[src/rtl/dram_gate_pkg.sv]
// Shared types and constants for the DRAM admission gate.
package dram_gate_pkg;

  typedef enum logic [1:0] {StInit, StOpen, StDrain, StClosed} gate_state_e;
  typedef enum logic [1:0] {ErrIdle, ErrData, ErrResp} err_state_e;

  localparam logic [1:0] RespOkay   = 2'b00;
  localparam logic [1:0] RespDecerr = 2'b11;

  localparam int unsigned IdWidth   = 4;
  localparam int unsigned AddrWidth = 32;
  localparam int unsigned DataWidth = 64;

  typedef struct packed {
    logic [IdWidth-1:0]   id;
    logic [AddrWidth-1:0] addr;
    logic [7:0]           len;
    logic [2:0]           size;
    logic [1:0]           burst;
  } gate_ax_t;

  typedef struct packed {
    logic [DataWidth-1:0]   data;
    logic [DataWidth/8-1:0] strb;
    logic                   last;
  } gate_w_t;

  typedef struct packed {
    logic [IdWidth-1:0] id;
    logic [1:0]         resp;
  } gate_b_t;

  typedef struct packed {
    logic [IdWidth-1:0]   id;
    logic [DataWidth-1:0] data;
    logic [1:0]           resp;
    logic                 last;
  } gate_r_t;

  typedef struct packed {
    gate_ax_t aw;
    logic     aw_valid;
    gate_w_t  w;
    logic     w_valid;
    logic     b_ready;
    gate_ax_t ar;
    logic     ar_valid;
    logic     r_ready;
  } gate_req_t;

  typedef struct packed {
    logic    aw_ready;
    logic    ar_ready;
    logic    w_ready;
    logic    b_valid;
    gate_b_t b;
    logic    r_valid;
    gate_r_t r;
  } gate_rsp_t;

endpackage

[src/rtl/dram_gate_cnt.sv]
// Saturating up/down outstanding-transaction counter with full/empty flags.
module dram_gate_cnt #(
  parameter int unsigned  Max  = 8,
  localparam int unsigned CntW = $clog2(Max + 1)
) (
  input  logic            clk_i,
  input  logic            rst_ni,
  input  logic            inc_i,
  input  logic            dec_i,
  output logic [CntW-1:0] count_o,
  output logic            full_o,
  output logic            empty_o
);

  localparam logic [CntW-1:0] MaxCnt = CntW'(Max);

  logic [CntW-1:0] cnt_d, cnt_q;

  always_comb begin
    cnt_d = cnt_q;
    if (inc_i && !dec_i && (cnt_q != MaxCnt)) begin
      cnt_d = cnt_q + 1'b1;
    end else if (dec_i && !inc_i && (cnt_q != '0)) begin
      cnt_d = cnt_q - 1'b1;
    end
  end

  always_ff @(posedge clk_i or negedge rst_ni) begin
    if (!rst_ni) begin
      cnt_q <= '0;
    end else begin
      cnt_q <= cnt_d;
    end
  end

  assign count_o = cnt_q;
  assign full_o  = (cnt_q == MaxCnt);
  assign empty_o = (cnt_q == '0);

  // A response with nothing outstanding means the downstream broke protocol.
  UnderflowA: assert property (@(posedge clk_i) disable iff (!rst_ni) !(dec_i && empty_o));

endmodule

[src/rtl/dram_axi_gate.sv]
// AXI admission gate in front of the DRAM wrapper: holds traffic until calibration, limits
// outstanding transactions, drains on flush. DRAM_GATE_ERR_RESP_EN enables local DECERR replies.
module dram_axi_gate
  import dram_gate_pkg::*;
#(
  parameter int unsigned  MaxTxns   = 8,
  parameter type          axi_req_t = dram_gate_pkg::gate_req_t,
  parameter type          axi_rsp_t = dram_gate_pkg::gate_rsp_t,
  localparam int unsigned CntW      = $clog2(MaxTxns + 1)
) (
  input  logic            clk_i,
  input  logic            rst_ni,
  input  logic            calib_done_i,
  input  logic            flush_req_i,
  output logic            flush_ack_o,
  output logic            open_o,
  output logic [CntW-1:0] wr_pending_o,
  output logic [CntW-1:0] rd_pending_o,
  input  axi_req_t        slv_req_i,
  output axi_rsp_t        slv_rsp_o,
  output axi_req_t        mst_req_o,
  input  axi_rsp_t        mst_rsp_i
);

  logic calib_meta_q, calib_q;

  always_ff @(posedge clk_i or negedge rst_ni) begin
    if (!rst_ni) begin
      calib_meta_q <= 1'b0;
      calib_q      <= 1'b0;
    end else begin
      calib_meta_q <= calib_done_i;
      calib_q      <= calib_meta_q;
    end
  end

  gate_state_e     state_d, state_q;
  logic            wr_full, wr_empty, rd_full, rd_empty;
  logic [CntW-1:0] wr_cnt, rd_cnt;
  logic            aw_hs, ar_hs, b_hs, r_last_hs, drained;
  logic            aw_pass, ar_pass;
  axi_req_t        mst_req;
  axi_rsp_t        slv_rsp;

  logic               err_busy;
  logic               err_aw_ready, err_ar_ready, err_w_take, err_b_valid, err_r_valid;
  logic               err_r_last;
  logic [IdWidth-1:0] err_bid, err_rid;

  assign aw_pass = (state_q == StOpen) && !wr_full;
  assign ar_pass = (state_q == StOpen) && !rd_full;

  always_comb begin
    mst_req = slv_req_i;
    slv_rsp = mst_rsp_i;
    mst_req.aw_valid = slv_req_i.aw_valid & aw_pass;
    mst_req.ar_valid = slv_req_i.ar_valid & ar_pass;
    slv_rsp.aw_ready = (mst_rsp_i.aw_ready & aw_pass) | err_aw_ready;
    slv_rsp.ar_ready = (mst_rsp_i.ar_ready & ar_pass) | err_ar_ready;
    if (err_w_take) begin
      mst_req.w_valid = 1'b0;
      slv_rsp.w_ready = 1'b1;
    end
    if (err_b_valid) begin
      mst_req.b_ready = 1'b0;
      slv_rsp.b_valid = 1'b1;
      slv_rsp.b.id    = err_bid;
      slv_rsp.b.resp  = RespDecerr;
    end
    if (err_r_valid) begin
      mst_req.r_ready = 1'b0;
      slv_rsp.r_valid = 1'b1;
      slv_rsp.r.id    = err_rid;
      slv_rsp.r.data  = '0;
      slv_rsp.r.resp  = RespDecerr;
      slv_rsp.r.last  = err_r_last;
    end
    // Keep every handshake line quiet while reset is asserted.
    if (!rst_ni) begin
      mst_req.aw_valid = 1'b0;
      mst_req.w_valid  = 1'b0;
      mst_req.b_ready  = 1'b0;
      mst_req.ar_valid = 1'b0;
      mst_req.r_ready  = 1'b0;
      slv_rsp.aw_ready = 1'b0;
      slv_rsp.w_ready  = 1'b0;
      slv_rsp.b_valid  = 1'b0;
      slv_rsp.ar_ready = 1'b0;
      slv_rsp.r_valid  = 1'b0;
    end
  end

  assign mst_req_o = mst_req;
  assign slv_rsp_o = slv_rsp;

  assign aw_hs     = mst_req.aw_valid & mst_rsp_i.aw_ready;
  assign ar_hs     = mst_req.ar_valid & mst_rsp_i.ar_ready;
  assign b_hs      = mst_rsp_i.b_valid & mst_req.b_ready;
  assign r_last_hs = mst_rsp_i.r_valid & mst_req.r_ready & mst_rsp_i.r.last;

  dram_gate_cnt #(
    .Max(MaxTxns)
  ) u_wr_cnt (
    .clk_i  (clk_i),
    .rst_ni (rst_ni),
    .inc_i  (aw_hs),
    .dec_i  (b_hs),
    .count_o(wr_cnt),
    .full_o (wr_full),
    .empty_o(wr_empty)
  );

  dram_gate_cnt #(
    .Max(MaxTxns)
  ) u_rd_cnt (
    .clk_i  (clk_i),
    .rst_ni (rst_ni),
    .inc_i  (ar_hs),
    .dec_i  (r_last_hs),
    .count_o(rd_cnt),
    .full_o (rd_full),
    .empty_o(rd_empty)
  );

  // No new requests are admitted in DRAIN, so the final response retires the last count
  // and CLOSED can be entered on that same edge.
  assign drained = (wr_empty | ((wr_cnt == CntW'(1)) & b_hs)) &
                   (rd_empty | ((rd_cnt == CntW'(1)) & r_last_hs));

  always_comb begin
    state_d = state_q;
    unique case (state_q)
      StInit:   if (calib_q && !flush_req_i && !err_busy) state_d = StOpen;
      StOpen:   if (flush_req_i || !calib_q) state_d = StDrain;
      StDrain:  if (drained) state_d = StClosed;
      StClosed: if (calib_q && !flush_req_i && !err_busy) state_d = StOpen;
      default:  state_d = StInit;
    endcase
  end

  always_ff @(posedge clk_i or negedge rst_ni) begin
    if (!rst_ni) begin
      state_q <= StInit;
    end else begin
      state_q <= state_d;
    end
  end

  assign open_o       = (state_q == StOpen);
  assign flush_ack_o  = (state_q == StClosed);
  assign wr_pending_o = wr_cnt;
  assign rd_pending_o = rd_cnt;

`ifdef DRAM_GATE_ERR_RESP_EN
  err_state_e         werr_d, werr_q, rerr_d, rerr_q;
  logic [IdWidth-1:0] wid_d, wid_q, rid_d, rid_q;
  logic [7:0]         rbeats_d, rbeats_q;
  logic               local_open, err_aw_hs, err_ar_hs;

  assign local_open   = (state_q == StInit) || (state_q == StClosed);
  assign err_aw_ready = local_open && (werr_q == ErrIdle);
  assign err_ar_ready = local_open && (rerr_q == ErrIdle);
  assign err_aw_hs    = err_aw_ready && slv_req_i.aw_valid;
  assign err_ar_hs    = err_ar_ready && slv_req_i.ar_valid;
  assign err_w_take   = (werr_q == ErrData);
  assign err_b_valid  = (werr_q == ErrResp);
  assign err_r_valid  = (rerr_q == ErrData);
  assign err_r_last   = (rbeats_q == '0);
  assign err_bid      = wid_q;
  assign err_rid      = rid_q;
  // Includes the accepting cycle so the gate cannot reopen under a just-accepted request.
  assign err_busy     = err_aw_hs | err_ar_hs | (werr_q != ErrIdle) | (rerr_q != ErrIdle);

  always_comb begin
    werr_d = werr_q;
    wid_d  = wid_q;
    unique case (werr_q)
      ErrIdle: begin
        if (err_aw_hs) begin
          werr_d = ErrData;
          wid_d  = slv_req_i.aw.id;
        end
      end
      ErrData: if (slv_req_i.w_valid && slv_req_i.w.last) werr_d = ErrResp;
      ErrResp: if (slv_req_i.b_ready) werr_d = ErrIdle;
      default: werr_d = ErrIdle;
    endcase
  end

  always_comb begin
    rerr_d   = rerr_q;
    rid_d    = rid_q;
    rbeats_d = rbeats_q;
    unique case (rerr_q)
      ErrIdle: begin
        if (err_ar_hs) begin
          rerr_d   = ErrData;
          rid_d    = slv_req_i.ar.id;
          rbeats_d = slv_req_i.ar.len;
        end
      end
      ErrData: begin
        if (slv_req_i.r_ready) begin
          if (err_r_last) rerr_d = ErrIdle;
          else            rbeats_d = rbeats_q - 1'b1;
        end
      end
      default: rerr_d = ErrIdle;
    endcase
  end

  always_ff @(posedge clk_i or negedge rst_ni) begin
    if (!rst_ni) begin
      werr_q   <= ErrIdle;
      rerr_q   <= ErrIdle;
      wid_q    <= '0;
      rid_q    <= '0;
      rbeats_q <= '0;
    end else begin
      werr_q   <= werr_d;
      rerr_q   <= rerr_d;
      wid_q    <= wid_d;
      rid_q    <= rid_d;
      rbeats_q <= rbeats_d;
    end
  end
`else
  assign err_busy     = 1'b0;
  assign err_aw_ready = 1'b0;
  assign err_ar_ready = 1'b0;
  assign err_w_take   = 1'b0;
  assign err_b_valid  = 1'b0;
  assign err_r_valid  = 1'b0;
  assign err_r_last   = 1'b0;
  assign err_bid      = '0;
  assign err_rid      = '0;
`endif

endmodule

[config.mk]
export PLATFORM = sky130hd
export DESIGN_NAME = dram_axi_gate
export DESIGN_NICKNAME = d
export VERILOG_FILES = /design/src/rtl/dram_gate_pkg.sv /design/src/rtl/dram_gate_cnt.sv /design/src/rtl/dram_axi_gate.sv
export SDC_FILE = /design/constraint.sdc
export NUM_CORES = 1
export LEC_CHECK = 0
export ABC_AREA = 1
export BUFFER_PORTS_ARGS = -buffer_cell sky130_fd_sc_hd__buf_2
export CORE_AREA = 2 2 208 210
export CTS_CLUSTER_DIAMETER = 40
export DETAILED_ROUTE_END_ITERATION = 8
export DIE_AREA = 0 0 210 212
export SLEW_MARGIN = 20
export SYNTH_ARGS = -nofsm -noshare
export SYNTH_HDL_FRONTEND = slang
export SYNTH_SLANG_ARGS = --single-unit
[constraint.sdc]
create_clock -name clk_i -period 1.47 [get_ports clk_i]
set_clock_uncertainty 0.15 [all_clocks]
set_input_delay 0.147 -clock clk_i [delete_from_list [all_inputs] [get_ports clk_i]]
set_output_delay 0.147 -clock clk_i [all_outputs]
set_load 0.1 [all_outputs]
==> impl_metrics.json <==
{
  "avgSynthCellArea_um2": 7.38,
  "drive_above_1_share": 0.576,
  "setup_tns_ns": -2.13,
  "globalplace.congestion": 0.718,
  "syn-num-nets": 681,
  "wl_met2_um": 4960,
  "reg2reg_depth": 10,
  "cts_tree": "done",
  "ff2ff_setup_slack_ns": -0.14,
  "vias": 1676,
  "wl_met3_um": 2160,
  "r2r_start": "u_rd_cnt.count_o[1]",
  "slew_headroom": 0.678,
  "post-route-min-period_ns": 1.69,
  "finalCritPeriodShare": 1.15,
  "fin_total_pwr_mw": 5.76,
  "ys_types": 25,
  "core_area_mm2": 0.0425,
  "pwr_density_cell_mw_per_mm2": 1950,
  "antenna_found_initial": 0,
  "dieArea_mm2": 0.0445,
  "switchingPower_mw": 2.98,
  "ys_ff_latch": 12,
  "rsz0062_at_grt": "yes",
  "cp_max_fo": 3,
  "clockBufferDepth": 2,
  "p_int_mw": 2.78,
  "worstHoldPathCells": 4,
  "pwr-share-clk": 0.088,
  "worstHoldStart": "slv_req_i[1]",
  "violations": "negative setup slack",
  "finalWirelength_um": 10500,
  "finalHoldViolCount": 0,
  "initial_core_util": 0.0712,
  "fin_nets": 511,
  "ant_nets": 0,
  "combPwrFrac": 0.796,
  "slew_viol_final": 0,
  "vdd_drop_max_mv": 0.638,
  "startpoint_type": "register",
  "cts-htree-levels": 1,
  "syn-cell-area_mm2": 0.00303,
  "post-place-ws_ns": -0.102,
  "status": "finished, violations left",
  "vias_per_cell": 2.14,
  "seq_area_frac_synth": 0.0993,
  "worstMarginPinSlew_ns": 0.487,
  "worst_setup_path_end_kind": "primary output",
  "cp.required_ns": 1.17,
  "worstPathArrival_ns": 1.40,
  "drc": 0,
  "top_layer_used": "met4",
  "overflow": 0,
  "wl_per_cell_um": 13.4,
  "numCtsBuffers": 3,
  "ys_warn_count": 0,
  "ios": 530,
  "min_path_type": "input pin to register",
  "netSwitchingFraction": 0.517,
  "diodes": 0,
  "setup_viol": 16,
  "seqPwrFrac": 0.116,
  "rr_endpoint": "u_rd_cnt.count_o[0]",
  "rows": 76,
  "hold_end": "u_rd_cnt.count_o[1]",
  "clkTransAtPathRegs_ns": 0.05,
  "syn2layout_area_growth_pct": -2.36,
  "die_w_um": 210,
  "grt_first_pass_wirelength_um": 13600,
  "setup_ws_ns": -0.223,
  "clkSinkCount": 12,
  "drtIter0Drc": 36,
  "dp_hpwl_um": 8660,
  "drt-met1-wl_um": 2170,
  "first_pass_iters": 4,
  "drv_cap": 0,
  "fmax_mhz": 591,
  "grt_max_degree": 13,
  "critical_path_class": "register to primary output",
  "holdWs_ns": 0.130,
  "insertion_delay_ns": 0.24,
  "port_buffers": 35,
  "synthCells": 410,
  "p_leak_nw": 1.14,
  "die_y_um": 212,
  "grt_usage": 0.0442,
  "grt_pass1_vias": 1880,
  "cts_root_buf": "clkbuf_16"
}
what timing repair did:
action                                 in CTS  in global routing
setup endpoints to repair                  16                 17
gates resized for setup                    27                 15
hold buffers                                2                  0
pin swaps                                   7                 10
setup buffers                              14                  3
endpoints found under the hold margin      13                  0
layer usage:
metal  GRT usage  up-vias
li1            -      650
met1      0.0274      627
met2      0.0721      253
met3      0.0375      146
met4      0.0511        0
met5           0        -
worst max-delay path, stage by stage (launching register included):
cell     delay [ns]
dfrtp_4        0.48
inv_4          0.07
ha_4           0.15
nand3_4        0.08
buf_6          0.13
nand3_4        0.05
nor2_4         0.04
buf_12         0.16
worst max path at each step:
stage / depth (start not counted) / slack [ns] / end / start
floorplan: 10 / -0.47 / u_wr_cnt.count_o[3] / u_wr_cnt.count_o[0]
global placement: 9 / -0.06 / u_wr_cnt.count_o[3] / u_wr_cnt.count_o[1]
detailed placement: 9 / -0.10 / u_wr_cnt.count_o[2] / u_wr_cnt.count_o[1]
CTS: 7 / -0.22 / mst_req_o[126] / u_wr_cnt.count_o[0]
global route: 7 / -0.28 / mst_req_o[126] / u_wr_cnt.count_o[0]
finish: 7 / -0.22 / mst_req_o[126] / u_wr_cnt.count_o[0]
layout by cell type (no fill, tap or decap), types with 2 or more instances in the layout:
cell type / Yosys / layout
o21ai_0: 5 / 3
clkbuf_16: 0 / 3
xor2_1: 2 / 2
o21ai_1: 1 / 2
nand3b_1: 3 / 3
xnor2_1: 4 / 4
nand3_2: 2 / 5
inv_1: 23 / 18
inv_2: 7 / 6
nand2_4: 3 / 4
nand3_1: 14 / 8
dlygate4sd3_1: 0 / 2
ha_4: 0 / 5
dfrtp_2: 0 / 3
dfrtp_1: 12 / 4
buf_4: 248 / 25
nand2_1: 54 / 46
ha_1: 9 / 4
nand2_2: 4 / 11
buf_12: 0 / 19
dfrtp_4: 0 / 5
inv_4: 0 / 5
buf_6: 2 / 13
nor2_4: 0 / 3
nor2_1: 5 / 3
nand3_4: 3 / 6
buf_2: 0 / 15
synthesized netlist by cell type:
| cell | instances | area (um^2) |
|---|---|---|
| buf_4 | 248 | 1860 |
| nand2_1 | 54 | 203 |
| inv_1 | 23 | 86.3 |
| nand3_1 | 14 | 70.1 |
| dfrtp_1 | 12 | 300 |
| ha_1 | 9 | 113 |
| inv_2 | 7 | 26.3 |
| nor2_1 | 5 | 18.8 |
| o21ai_0 | 5 | 25.0 |
| nand2_2 | 4 | 25.0 |
| xnor2_1 | 4 | 35.0 |
| nand2_4 | 3 | 33.8 |
| nand3_4 | 3 | 52.6 |
| nand3b_1 | 3 | 22.5 |
| buf_6 | 2 | 22.5 |
| clkinv_2 | 2 | 10.0 |
| nand3_2 | 2 | 20.0 |
| nor2_2 | 2 | 12.5 |
| xor2_1 | 2 | 17.5 |
| a21oi_1 | 1 | 5.00 |
| nand4_1 | 1 | 6.26 |
| nand4_2 | 1 | 12.5 |
| nand4_4 | 1 | 21.3 |
| nor2_8 | 1 | 20.0 |
| o21ai_1 | 1 | 5.00 |
through the flow:
stage,instances,util,instance area (um^2)
after floorplan,410,-,3150
after global placement,763,0.0608,2580
after detailed placement,763,0.0608,2580
after CTS,782,0.0681,2890
after global routing,784,0.0695,2950
final,784,0.0695,2950
layout make-up:
class	instances	area, um^2
Clock buffer	3	75.1
Fill cell	4890	39600
Inverter	32	154
Multi-Input combinational cell	116	882
Sequential cell	12	323
Tap cell	546	683
Timing Repair Buffer	75	837
registers in the layout (all words and copies together) (netlist names):
register,cells
calib_q,1
u_rd_cnt.count_o,4
calib_meta_q,1
u_wr_cnt.count_o,4
state_q,2
power by group through the flow:
stage | clock network [mW] | registers (mW) | logic (mW)
floorplan | 0 | 1.44 | 4.81
global placement | 0 | 0.657 | 3.96
detailed placement | 0 | 0.670 | 4.00
CTS | 0.528 | 0.667 | 4.50
global route | 0.545 | 0.688 | 4.92
finish | 0.507 | 0.667 | 4.59
kinds of logic after synthesis:
group,synth area share
buf+inv,0.663
simple gates,0.171
flops,0.0993
fa+ha+maj,0.0372
compound gates,0.0116
xor+xnor,0.0174
Power figures use the tool's default switching activity.
